File: src/rtl/if_id_queue_if.sv
// rtl/if_id_queue_if.sv - handshake bundle between fetch, the IF/ID queue and decode
//
// Purpose: groups every non-clock/reset signal of if_id_queue so that fetch,
// decode and the queue share one connection object.
//
// Signals:
//   flush          fetch -> queue   discard all entries (taken branch)
//   inValid        fetch -> queue   fetched entry presented
//   inPC           fetch -> queue   PC of fetched instruction
//   inInstruction  fetch -> queue   fetched instruction word
//   inReady        queue -> fetch   queue accepts an entry this cycle
//   outValid       queue -> decode  head entry available
//   outPC          queue -> decode  PC of head entry
//   outInstruction queue -> decode  instruction of head entry
//   outReady       decode -> queue  decode consumes head entry
//   count          queue -> any     occupancy, 0..DEPTH
//
// Modports: slave is the queue side, master is the surrounding pipeline.

interface if_id_queue_if #(
  parameter int WORD_SIZE = 32,
  parameter int PTR_W     = 2
);
  logic                 flush;
  logic                 inValid;
  logic [WORD_SIZE-1:0] inPC;
  logic [WORD_SIZE-1:0] inInstruction;
  logic                 inReady;
  logic                 outValid;
  logic [WORD_SIZE-1:0] outPC;
  logic [WORD_SIZE-1:0] outInstruction;
  logic                 outReady;
  logic [PTR_W:0]       count;

  modport slave (
    input  flush, inValid, inPC, inInstruction, outReady,
    output inReady, outValid, outPC, outInstruction, count
  );

  modport master (
    output flush, inValid, inPC, inInstruction, outReady,
    input  inReady, outValid, outPC, outInstruction, count
  );
endinterface

File: src/rtl/if_id_queue.sv
// rtl/if_id_queue.sv - instruction fetch queue between IF and ID stages
//
// Purpose: DEPTH-entry circular buffer of {PC, instruction} pairs. Fetch
// pushes through inValid/inReady, decode pops through outValid/outReady,
// and a flush (taken branch) empties the queue so wrong-path words never
// reach decode.
//
// Ports:
//   clk   rising-edge clock
//   rst   synchronous reset, active-high
//   bus   if_id_queue_if.slave: flush, inValid, inPC, inInstruction,
//         inReady, outValid, outPC, outInstruction, outReady, count
//
// Parameters: WORD_SIZE (PC/instruction width), DEPTH (power of two, >= 2),
// PTR_W (log2(DEPTH)).

module if_id_queue #(
  parameter int WORD_SIZE = 32,
  parameter int DEPTH     = 4,
  parameter int PTR_W     = 2
) (
  input  logic              clk,
  input  logic              rst,
  if_id_queue_if.slave      bus
);

  localparam logic [PTR_W:0] FULL_CNT = (PTR_W+1)'(DEPTH);

  logic [WORD_SIZE-1:0] pcMem   [DEPTH];
  logic [WORD_SIZE-1:0] instMem [DEPTH];
  logic [PTR_W-1:0]     wp;
  logic [PTR_W-1:0]     rp;
  logic [PTR_W:0]       cnt;

  logic inReadyInt;
  logic outValidInt;
  logic push;
  logic pop;

  // inReady depends only on registered occupancy, so a full queue refuses a
  // push even when decode pops in the same cycle; this keeps outReady off
  // the fetch-side timing path.
  assign inReadyInt  = (cnt != FULL_CNT);
  assign outValidInt = (cnt != '0);

  assign push = bus.inValid & inReadyInt;
  assign pop  = outValidInt & bus.outReady;

  assign bus.inReady        = inReadyInt;
  assign bus.outValid       = outValidInt;
  assign bus.count          = cnt;
  assign bus.outPC          = outValidInt ? pcMem[rp]   : '0;
  assign bus.outInstruction = outValidInt ? instMem[rp] : '0;

  always_ff @(posedge clk) begin
    if (rst) begin
      wp  <= '0;
      rp  <= '0;
      cnt <= '0;
      for (int i = 0; i < DEPTH; i++) begin
        pcMem[i]   <= '0;
        instMem[i] <= '0;
      end
    end else if (bus.flush) begin
      // Storage is left as-is: with cnt at 0 stale words are unreachable.
      wp  <= '0;
      rp  <= '0;
      cnt <= '0;
    end else begin
      if (push) begin
        pcMem[wp]   <= bus.inPC;
        instMem[wp] <= bus.inInstruction;
        wp          <= wp + PTR_W'(1);
      end
      if (pop) begin
        rp <= rp + PTR_W'(1);
      end
      case ({push, pop})
        2'b10:   cnt <= cnt + (PTR_W+1)'(1);
        2'b01:   cnt <= cnt - (PTR_W+1)'(1);
        default: cnt <= cnt;
      endcase
    end
  end

endmodule
File: src/flat_wrapper.sv
// flat-port wrapper written by rule: the top's interface ports become plain ports
module if_id_queue_flat 
#(
  parameter int WORD_SIZE = 32,
  parameter int DEPTH     = 4,
  parameter int PTR_W     = 2
)
  (clk, rst, bus_flush, bus_inValid, bus_inPC, bus_inInstruction, bus_outReady, bus_inReady, bus_outValid, bus_outPC, bus_outInstruction, bus_count);
  if_id_queue_if #(.WORD_SIZE(WORD_SIZE), .PTR_W(PTR_W)) bus_i ();
  input  logic clk;
  input  logic rst;
  input wire logic [$bits(bus_i.flush)-1:0] bus_flush;
  input wire logic [$bits(bus_i.inValid)-1:0] bus_inValid;
  input wire logic [$bits(bus_i.inPC)-1:0] bus_inPC;
  input wire logic [$bits(bus_i.inInstruction)-1:0] bus_inInstruction;
  input wire logic [$bits(bus_i.outReady)-1:0] bus_outReady;
  output wire logic [$bits(bus_i.inReady)-1:0] bus_inReady;
  output wire logic [$bits(bus_i.outValid)-1:0] bus_outValid;
  output wire logic [$bits(bus_i.outPC)-1:0] bus_outPC;
  output wire logic [$bits(bus_i.outInstruction)-1:0] bus_outInstruction;
  output wire logic [$bits(bus_i.count)-1:0] bus_count;
  assign bus_i.flush = bus_flush;
  assign bus_i.inValid = bus_inValid;
  assign bus_i.inPC = bus_inPC;
  assign bus_i.inInstruction = bus_inInstruction;
  assign bus_i.outReady = bus_outReady;
  assign bus_inReady = bus_i.inReady;
  assign bus_outValid = bus_i.outValid;
  assign bus_outPC = bus_i.outPC;
  assign bus_outInstruction = bus_i.outInstruction;
  assign bus_count = bus_i.count;
  if_id_queue #(.WORD_SIZE(WORD_SIZE), .DEPTH(DEPTH), .PTR_W(PTR_W)) u_core (.clk(clk), .rst(rst), .bus(bus_i));
endmodule
File: config.mk
export PLATFORM = sky130hd
export DESIGN_NAME = if_id_queue_flat
export DESIGN_NICKNAME = d
export VERILOG_FILES = /design/src/rtl/if_id_queue_if.sv /design/src/rtl/if_id_queue.sv /design/src/flat_wrapper.sv
export SDC_FILE = /design/constraint.sdc
export NUM_CORES = 1
export LEC_CHECK = 0
export BUFFER_PORTS_ARGS = -buffer_cell sky130_fd_sc_hd__buf_2
export CAP_MARGIN = 20
export CORE_MARGIN = 3
export CORE_UTILIZATION = 53
export CTS_CLUSTER_SIZE = 16
export DETAILED_ROUTE_END_ITERATION = 8
export PLACE_DENSITY = 0.72
export SETUP_SLACK_MARGIN = 0.2
export SLEW_MARGIN = 20
export SYNTH_ARGS = -nofsm -noshare
export SYNTH_HDL_FRONTEND = slang
export SYNTH_SLANG_ARGS = --single-unit
File: constraint.sdc
create_clock -name clk -period 8.8 [get_ports clk]
set_input_delay 1.76 -clock clk [delete_from_list [all_inputs] [get_ports clk]]
set_output_delay 1.76 -clock clk [all_outputs]
set_load 0.01 [all_outputs]
==> impl_metrics.toml, run 1 <==
[setup_path]
crit_type = "register to output port"
start_kind = "register"
required_ns = 7.04
crit_arrival_ns = 2.93
end_kind = "output port"
cp_max_fo = 47

[global_routing]
first_global_vias = 7084
use_met2_pct = 35.0
top_usage_layer = "met2"
overflow = 0
track_usage_pct = 20.6
met1_usage_pct = 27.7
antenna_found_initial = 3
grt_pass1_wl_mm = 38.4
met3_usage_pct = 4.13
grt_max_degree = 66

[logic_synthesis]
ys_ff_latch = 265
synthesis.instances = 744
netlist_top_cells_count = "309 x and2_1, 256 x edfxtp_1, 64 x mux4_2"
synth_area_mm2 = 0.0119
netlist-cell-type-count = 31
ys_seq_area_share_pct = 66.1
avgSynthCellArea_um2 = 16.0
synth-async-reset-ratio_pct = 0
synth_most_common_cell = "and2_1"
yosys_warnings = 0
yosys.area.top_type = "edfxtp_1"
synth_edf_count = 256
synth_area_leaders = "edfxtp_1 65%, and2_1 16%, mux4_2 12%"
synth_ff_type = "edfxtp_1"
synth_nets = 815
synth_top_area_share_pct = 64.6

[timing]
finalCritPeriodShare_pct = 53.3
finalMaxSlewViolations = 0
rsz0062_at_grt = "false"
hold_viol = 0
min_period_ns = 4.69
max_freq_mhz = 213
worst_pin_slew_ns = 1.05
slew-limit-headroom_pct = 29.8
finClkSkew_ns = 0.00698
tns_ns = 0
finalSetupViolations = 0

[route]
dr_total_vias = 6473
viasPerCell = 5.55
dr.pass1.iters = 5
drtAntennaViolNets = 0
wl_per_cell_um = 21.0
drt-initial-drc-count = 522
drt_wl_total_mm = 24.6
drc = 0

[floorplanning]
pin_count = 138
start_util_pct = 54.2
fp.coreArea_mm2 = 0.0220
dieArea_mm2 = 0.0243
fp.dieH_um = 156
die_x_um = 156
fp-row-count = 54

[clocking]
cts_max_path_buffers = 3
cts_tree = "done"
cts_hold_buffers = 0
insertion_delay_ns = 0.52
numCtsBuffers = 27
clock-root-buffer = "clkbuf_16"
cts.clk_slew.worst_paths_ns = 0.06
cts_setup_buffers = 0
cts.sinks = 265
h-tree-depth = 1
cts.repair.resized = 0

[hold_path]
hold_class = "register to register"

[power]
p_total_mw = 2.72
vdd_ir_drop_max_mv = 0.151
pwr_density_cell_mw_per_mm2 = 199
leakagePower_nw = 5.24

[placed_design]
dpl.hpwl_mm = 13.2
routabilityCongestion = 0.713
numPortBuffers = 137

[run_status]
status = "completed"

[run]
drv_cap = 0

[final_layout]
drive_gt1_share_pct = 29.9
area_growth_pct = 14.7
final_core_util_pct = 62.1
nNetsFinal = 939
[layout make-up]
type	instances	area (um^2)
timing repair buffer	144	758
fill	1650	8310
sequential	265	7880
clock inverter	8	83.8
antenna	1	2.50
tap	280	350
inverter	7	26.3
multi-input combinational	423	3800
clock buffer	39	751
[worst max-delay path, stage by stage (launching register included)]
cell     delay, ns
dfxtp_4       0.60
buf_4         0.84
mux4_2        0.64
and2_1        0.17
buf_2         0.13
[state kept, by name, indices dropped and copies added (netlist names), named ones only]
name              count
u_core.instMem      128
u_core.pcMem        128
u_core.bus.count      3
u_core.rp             2
u_core.wp             2
[metal layers]
| metal | part of all wire, % | up-vias |
|---|---|---|
| met2 | 50 | 199 |
| li1 | - | 2933 |
| met1 | 42 | 3300 |
| met3 | 6.3 | 37 |
| met5 | 0.069 | - |
| met4 | 1.8 | 4 |
[metrics by stage]
stage	area [um^2]	hold WS (ns)	std cells	worst slack (ns)
final	13600	0.539	1167	4.11
after global routing	13600	0.563	1167	3.84
after CTS	13600	0.538	1165	3.98
after detailed placement	12800	0.512	1118	4.19
after global placement	12800	0.506	1118	4.24
after floorplan	11900	0.485	744	2.82
[path summary, 6_finish.rpt]
kind	from	to	slack, ns	depth (start not counted)
worst max-delay path	register	bus_outPC[21]	4.11	4
worst min-delay path	u_core.rp[0]$_SDFFE_PP0N_	register	0.54	2
worst max register to register	u_core.bus.count[0]$_SDFFE_PP0P_	u_core.instMem[2][7]$_SDFFCE_PN0P_	5.86	4
worst min register to register	u_core.rp[0]$_SDFFE_PP0N_	register	0.54	2
[where the power goes]
part,leakage [nW],switching [mW],internal (mW)
logic,2.10,0.0972,0.0702
registers,2.74,0.0170,1.44
clock network,0.405,0.448,0.645
total,5.24,0.563,2.15
[cell usage in the layout, fill, tap and decap left out, drive strengths merged, types with 2 or more instances in the layout]
cell type and n:
and2 320, edfxtp 256, buf 144, mux4 64, clkbuf 39, dfxtp 9
inv 7, nor2 7, clkinv 6, xor2 4, a21oi 4, or2 4
or3 4, nand2 3, o21ai 3, bufinv 2, nor4 2
[cells by family after synthesis]
| group | after synthesis | share of synthesized area (%) |
|---|---|---|
| xor+xnor | 4 | 0.294 |
| mux | 64 | 12.1 |
| simple gates | 343 | 18.3 |
| buf+inv | 56 | 2.40 |
| fa+ha+maj | 2 | 0.273 |
| flops | 265 | 66.1 |
| compound gates | 10 | 0.505 |
(Power assumes the default switching activity.)
==> run 2: changes to the inputs <==
--- a/config.mk
+++ b/config.mk
@@ -5,10 +5,11 @@
 export SDC_FILE = /design/constraint.sdc
 export NUM_CORES = 1
 export LEC_CHECK = 0
+export ABC_AREA = 1
 export BUFFER_PORTS_ARGS = -buffer_cell sky130_fd_sc_hd__buf_2
 export CAP_MARGIN = 20
 export CORE_MARGIN = 3
-export CORE_UTILIZATION = 53
+export CORE_UTILIZATION = 55
 export CTS_CLUSTER_SIZE = 16
 export DETAILED_ROUTE_END_ITERATION = 8
 export PLACE_DENSITY = 0.72
==> constraint.sdc (replaced) <==
create_clock -name clk -period 4.6 [get_ports clk]
set_input_delay 0.92 -clock clk [delete_from_list [all_inputs] [get_ports clk]]
set_output_delay 0.92 -clock clk [all_outputs]
set_load 0.01 [all_outputs]
==> run 2 against run 1 <==
  * Final area is 2.1% lower
  * Power increased by 89%
  * First-iteration DRC count up 30%
  * Worst setup slack got worse by 3.2 ns
  * Die area shrank 4.6%
  * Final cell count increased by 37%
  * Sequential share of layout area grew 1.2 points
  * Largest cell class unchanged
  * Highest routed layer unchanged
==> impl_metrics.toml, run 2 <==
[run_status]
status = "completed"

[final_layout]
most-common-layout-cells = "461 x nor2_1, 256 x edfxtp_1, 137 x buf_2, 127 x o21ai_0, 109 x inv_1"
design_area_mm2 = 0.0134
drive_gt1_share_pct = 15.0
layout_commonest_cell = "nor2_1"
nNetsFinal = 1382
area_growth_pct = 13.7
n_antenna_cell = 0
final_cell_count_no_fill = 1599
fill_cells = 1664

[timing]
finClkSkew_ns = 0.00712
rsz0062_at_grt = "false"
hold_viol = 0
slew-limit-headroom_pct = 27.7
tns_ns = 0
finalMaxSlewViolations = 0
setup_slack_ns = 0.908
worst_pin_slew_ns = 1.08
finalSetupViolations = 0
max_freq_mhz = 271
min_period_ns = 3.69
finalCritPeriodShare_pct = 80.3

[power]
vdd_ir_drop_max_mv = 0.291
power_frac_comb_pct = 7.9
leakagePower_nw = 5.76
swShare_pct = 23.1
internal-power_mw = 3.94
power_frac_clock_pct = 37.7
power_frac_seq_pct = 54.4
p_switching_mw = 1.18
pwr_density_cell_mw_per_mm2 = 384

[clocking]
h-tree-depth = 1
cts.clk_slew.worst_paths_ns = 0.06
cts_max_path_buffers = 3
cts_tree = "done"
cts_hold_buffers = 0
insertion_delay_ns = 0.52
clock-root-buffer = "clkbuf_16"
cts.sinks = 265
cts_setup_buffers = 0
cts.repair.resized = 0
numCtsBuffers = 26

[placed_design]
dp.cells = 1553
routabilityCongestion = 0.779
dpl.hpwl_mm = 14.6
pre_cts_ws_ns = 1.11
place_area_mm2 = 0.0126
numPortBuffers = 137

[logic_synthesis]
netlist_top_cells_count = "461 x nor2_1, 256 x edfxtp_1, 127 x o21ai_0"
synth_top_area_share_pct = 65.4
synthesis.instances = 1204
synth_area_mm2 = 0.0118
avgSynthCellArea_um2 = 9.76
synth_most_common_cell = "nor2_1"
synth_area_leaders = "edfxtp_1 65%, nor2_1 15%, o21ai_0 5.4%"
yosys_warnings = 0
netlist-cell-type-count = 19
synth-async-reset-ratio_pct = 0
synth_edf_count = 256
synth_ff_type = "edfxtp_1"
ys_ff_latch = 265
synth_nets = 1275
ys_seq_area_share_pct = 66.9
yosys.area.top_type = "edfxtp_1"

[route]
drc = 0
drt-initial-drc-count = 677
wl_per_cell_um = 17.1
dr_total_vias = 8515
viasPerCell = 5.33
drtAntennaViolNets = 0
dr.pass1.iters = 5
drt_wl_total_mm = 27.4

[floorplanning]
pin_count = 138
fp.coreArea_mm2 = 0.0206
dieArea_mm2 = 0.0232
die_x_um = 152
start_util_pct = 57.0
fp-row-count = 52
fp.dieH_um = 152

[global_routing]
antenna_found_initial = 1
grt_max_degree = 93
first_global_vias = 8447
track_usage_pct = 23.1
grt_pass1_wl_mm = 43.4
overflow = 0

[setup_path]
start_kind = "register"
cp_max_fo = 92
path_cells = "clkinv_2, buf_12, o21ai_0, a21oi_1, buf_2"
end_kind = "output port"
cp_slowest_cell = "dfxtp_4"
crit_type = "register to output port"
required_ns = 3.68
slowest_delay_ns = 0.61
crit_arrival_ns = 2.77

[run]
drv_cap = 0

[hold_path]
hold_class = "register to register"
run 2: cell families after synthesis:
family,synth area share [%]
simple gates,18.0
flops,66.9
compound gates,8.47
buf+inv,6.30
fa+ha+maj,0.277
run 2: worst paths after layout:
path              depth (start not counted)                             start  slack (ns)                                end
hold reg to reg                           2         u_core.rp[1]$_SDFFE_PP0N_        0.53                           register
setup / recovery                          5                          register        0.91             bus_outInstruction[31]
setup reg to reg                          7  u_core.bus.count[1]$_SDFFE_PP0P_        2.05  u_core.pcMem[0][24]$_SDFFCE_PN0P_
hold / removal                            2         u_core.rp[1]$_SDFFE_PP0N_        0.53                           register
run 2: power groups by stage:
stage / combinational, mW / clock, mW / sequential (mW)
after floorplan: 0.248 / 0 / 2.83
after global placement: 0.400 / 0 / 2.84
after global routing: 0.455 / 2.04 / 2.80
after detailed placement: 0.409 / 0 / 2.84
after CTS: 0.411 / 1.95 / 2.79
final: 0.407 / 1.93 / 2.79
run 2: cell type report:
cell class | count | area [um^2] | share of cell area, %
tap | 270 | 338 | 2.53
clock inverter | 10 | 43.8 | 0.328
timing repair buffer | 150 | 796 | 5.95
inverter | 113 | 425 | 3.18
clock buffer | 36 | 709 | 5.31
sequential | 265 | 7870 | 58.9
multi-input combinational | 755 | 3180 | 23.8
run 2: critical path, delay by kind of cell, from the launching register on:
kind / cells / cell delay, ns
flip-flops: 1 / 0.61
buffers and inverters: 3 / 1.15
AO/OA/AOI/OAI: 2 / 0.42
run 2: per-layer routing:
layer  vias to the layer above  global-route usage, %  wire, um
li1                       4143                      -         -
met1                      4005                   30.7     11300
met2                       325                   39.9     13600
met3                        40                   3.92      2020
met4                         2                   5.95       494
met5                         -                      0        13
run 2: through the flow:
stage	hold slack [ns]	util, %	total power [mW]
6_report	0.532	64.8	5.13
5_1_grt	0.549	64.8	5.29
2_1_floorplan	0.466	-	3.08
3_5_place_dp	0.513	61.2	3.25
4_1_cts	0.528	64.8	5.15
3_3_place_gp	0.493	61.2	3.24
==> run 3: changes to the inputs <==
==> constraint.sdc (replaced) <==
create_clock -name clk -period 3.85 [get_ports clk]
set_input_delay 0.77 -clock clk [delete_from_list [all_inputs] [get_ports clk]]
set_output_delay 0.77 -clock clk [all_outputs]
set_load 0.01 [all_outputs]
==> run 3 against run 2 <==
  * Power increased by 21%
  * Largest power group unchanged
  * First-iteration DRC count up 34%
  * Clock skew grew 0.0024 ns
  * Critical endpoint is now bus_outInstruction[1]
  * Via count grew 1.5%
  * Largest cell class unchanged
==> impl_metrics.toml, run 3 (synthesized netlist as in run 2, its figures left out) <==
[setup_path]
crit_arrival_ns = 2.43
slowest_delay_ns = 0.50
path_cells = "nor2_1, nand2_1, inv_2, buf_4, a21oi_1, buf_2"
end_kind = "output port"
cp_num_buf_inv = 3
crit_type = "register to output port"
cp_max_fo = 25
cp_slowest_cell = "inv_2"
start_kind = "register"
reg2reg_depth = 7
worst-path-stages = 6
cp_top_family = "buffers and inverters"
required_ns = 3.08

[final_layout]
design_area_mm2 = 0.0135
fill_cells = 1668
area_growth_pct = 14.7
multi_input_area_mm2 = 0.00318
nNetsFinal = 1388
drive_gt1_share_pct = 15.3
n_antenna_cell = 0
layout_commonest_cell = "nor2_1"
regArea_mm2 = 0.00787
most-common-layout-cells = "461 x nor2_1, 256 x edfxtp_1, 137 x buf_2, 127 x o21ai_0, 109 x inv_1"

[clocking]
cts_hold_buffers = 0
cts_tree = "done"
clock-root-buffer = "clkbuf_16"
cts_setup_buffers = 0
insertion_delay_ns = 0.53
numCtsBuffers = 27
cts_max_path_buffers = 3
h-tree-depth = 1
cts.clk_slew.worst_paths_ns = 0.06
cts.repair.resized = 0
cts.sinks = 265

[global_routing]
first_global_vias = 8392
track_usage_pct = 23.8
overflow = 0
antenna_found_initial = 0
grt_pass1_wl_mm = 44.6
grt_max_degree = 72

[timing]
finClkSkew_ns = 0.00953
finalMaxSlewViolations = 0
hold_viol = 0
rsz0062_at_grt = "false"
finalCritPeriodShare_pct = 83.1
min_period_ns = 3.20
max_freq_mhz = 313
worst_pin_slew_ns = 1.10
finalSetupViolations = 0
slew-limit-headroom_pct = 26.9
fin_hold_ws_ns = 0.529
tns_ns = 0

[floorplanning]
fp-row-count = 52
die_x_um = 152
fp.coreArea_mm2 = 0.0206
fp.dieH_um = 152
start_util_pct = 57.0
pin_count = 138
dieArea_mm2 = 0.0232

[power]
internal-power_mw = 4.78
p_switching_mw = 1.43
p_total_mw = 6.21
pwr_density_cell_mw_per_mm2 = 461
leakagePower_nw = 5.81
power_frac_comb_pct = 8.1
power_frac_clock_pct = 38.3
swShare_pct = 23.0
power_frac_seq_pct = 53.6
vdd_ir_drop_max_mv = 0.342

[hold_path]
hold_class = "register to register"
holdPathStages = 2

[run]
drv_cap = 0

[run_status]
status = "completed"

[route]
drtAntennaViolNets = 0
drc = 0
drt_wl_total_mm = 28.0
dr_total_vias = 8646
viasPerCell = 5.38
dr.pass1.iters = 5
drt-initial-drc-count = 904
wl_per_cell_um = 17.5

[placed_design]
routabilityCongestion = 0.788
dpl.hpwl_mm = 15.3
place_area_mm2 = 0.0127
numPortBuffers = 137
-- run 3: cell count changes in the layout (fill, tap and decap cells not counted), sizes merged --
| cell | before | now |
|---|---|---|
| clkbuf | 36 | 39 |
| buf | 150 | 155 |
-- run 3: path summary, 6_finish.rpt --
kind	startpoint	endpoint	slack, ns
max	u_core.bus.count[1]$_SDFFE_PP0P_	bus_outInstruction[1]	0.65
min reg2reg	u_core.rp[1]$_SDFFE_PP0N_	register	0.53
max reg2reg	u_core.bus.count[1]$_SDFFE_PP0P_	u_core.instMem[1][17]$_SDFFCE_PN0P_	1.40
min	u_core.rp[1]$_SDFFE_PP0N_	register	0.53
-- run 3: worst register-to-register path, delay by kind of cell, from the launching register on --
kind | cells | cell delay, ns
flip-flops | 1 | 0.40
AND/OR/NAND/NOR | 6 | 1.40
buffers and inverters | 1 | 0.33
-- run 3: cell type report --
| cell class | instances | share of cell area [%] |
|---|---|---|
| clock buffer | 39 | 5.57 |
| clock inverter | 10 | 0.297 |
| multi-input combinational | 755 | 23.6 |
| timing repair buffer | 155 | 6.46 |
| sequential | 265 | 58.4 |
| tap | 270 | 2.51 |
| inverter | 113 | 3.16 |
-- run 3: power groups by stage --
stage,clock (mW),sequential (mW),combinational [mW]
after floorplan,0,3.39,0.297
after global placement,0,3.38,0.497
after detailed placement,0,3.39,0.504
after CTS,2.41,3.33,0.507
after global routing,2.53,3.34,0.561
final,2.38,3.33,0.504
-- run 3: per-stage QoR --
step	setup slack, ns	instances	utilization [%]
5_1_grt	0.558	1607	65.3
4_1_cts	0.645	1607	65.3
3_5_place_dp	0.668	1558	61.5
2_1_floorplan	0.600	1204	-
3_3_place_gp	0.768	1558	61.5
6_report	0.651	1607	65.3
-- run 3: routing by layer --
layer  routed length (um)  track usage [%]
met5                    0                0
met4                  555             5.44
met3                 2190             3.21
met2                13900             40.9
met1                11400             32.6
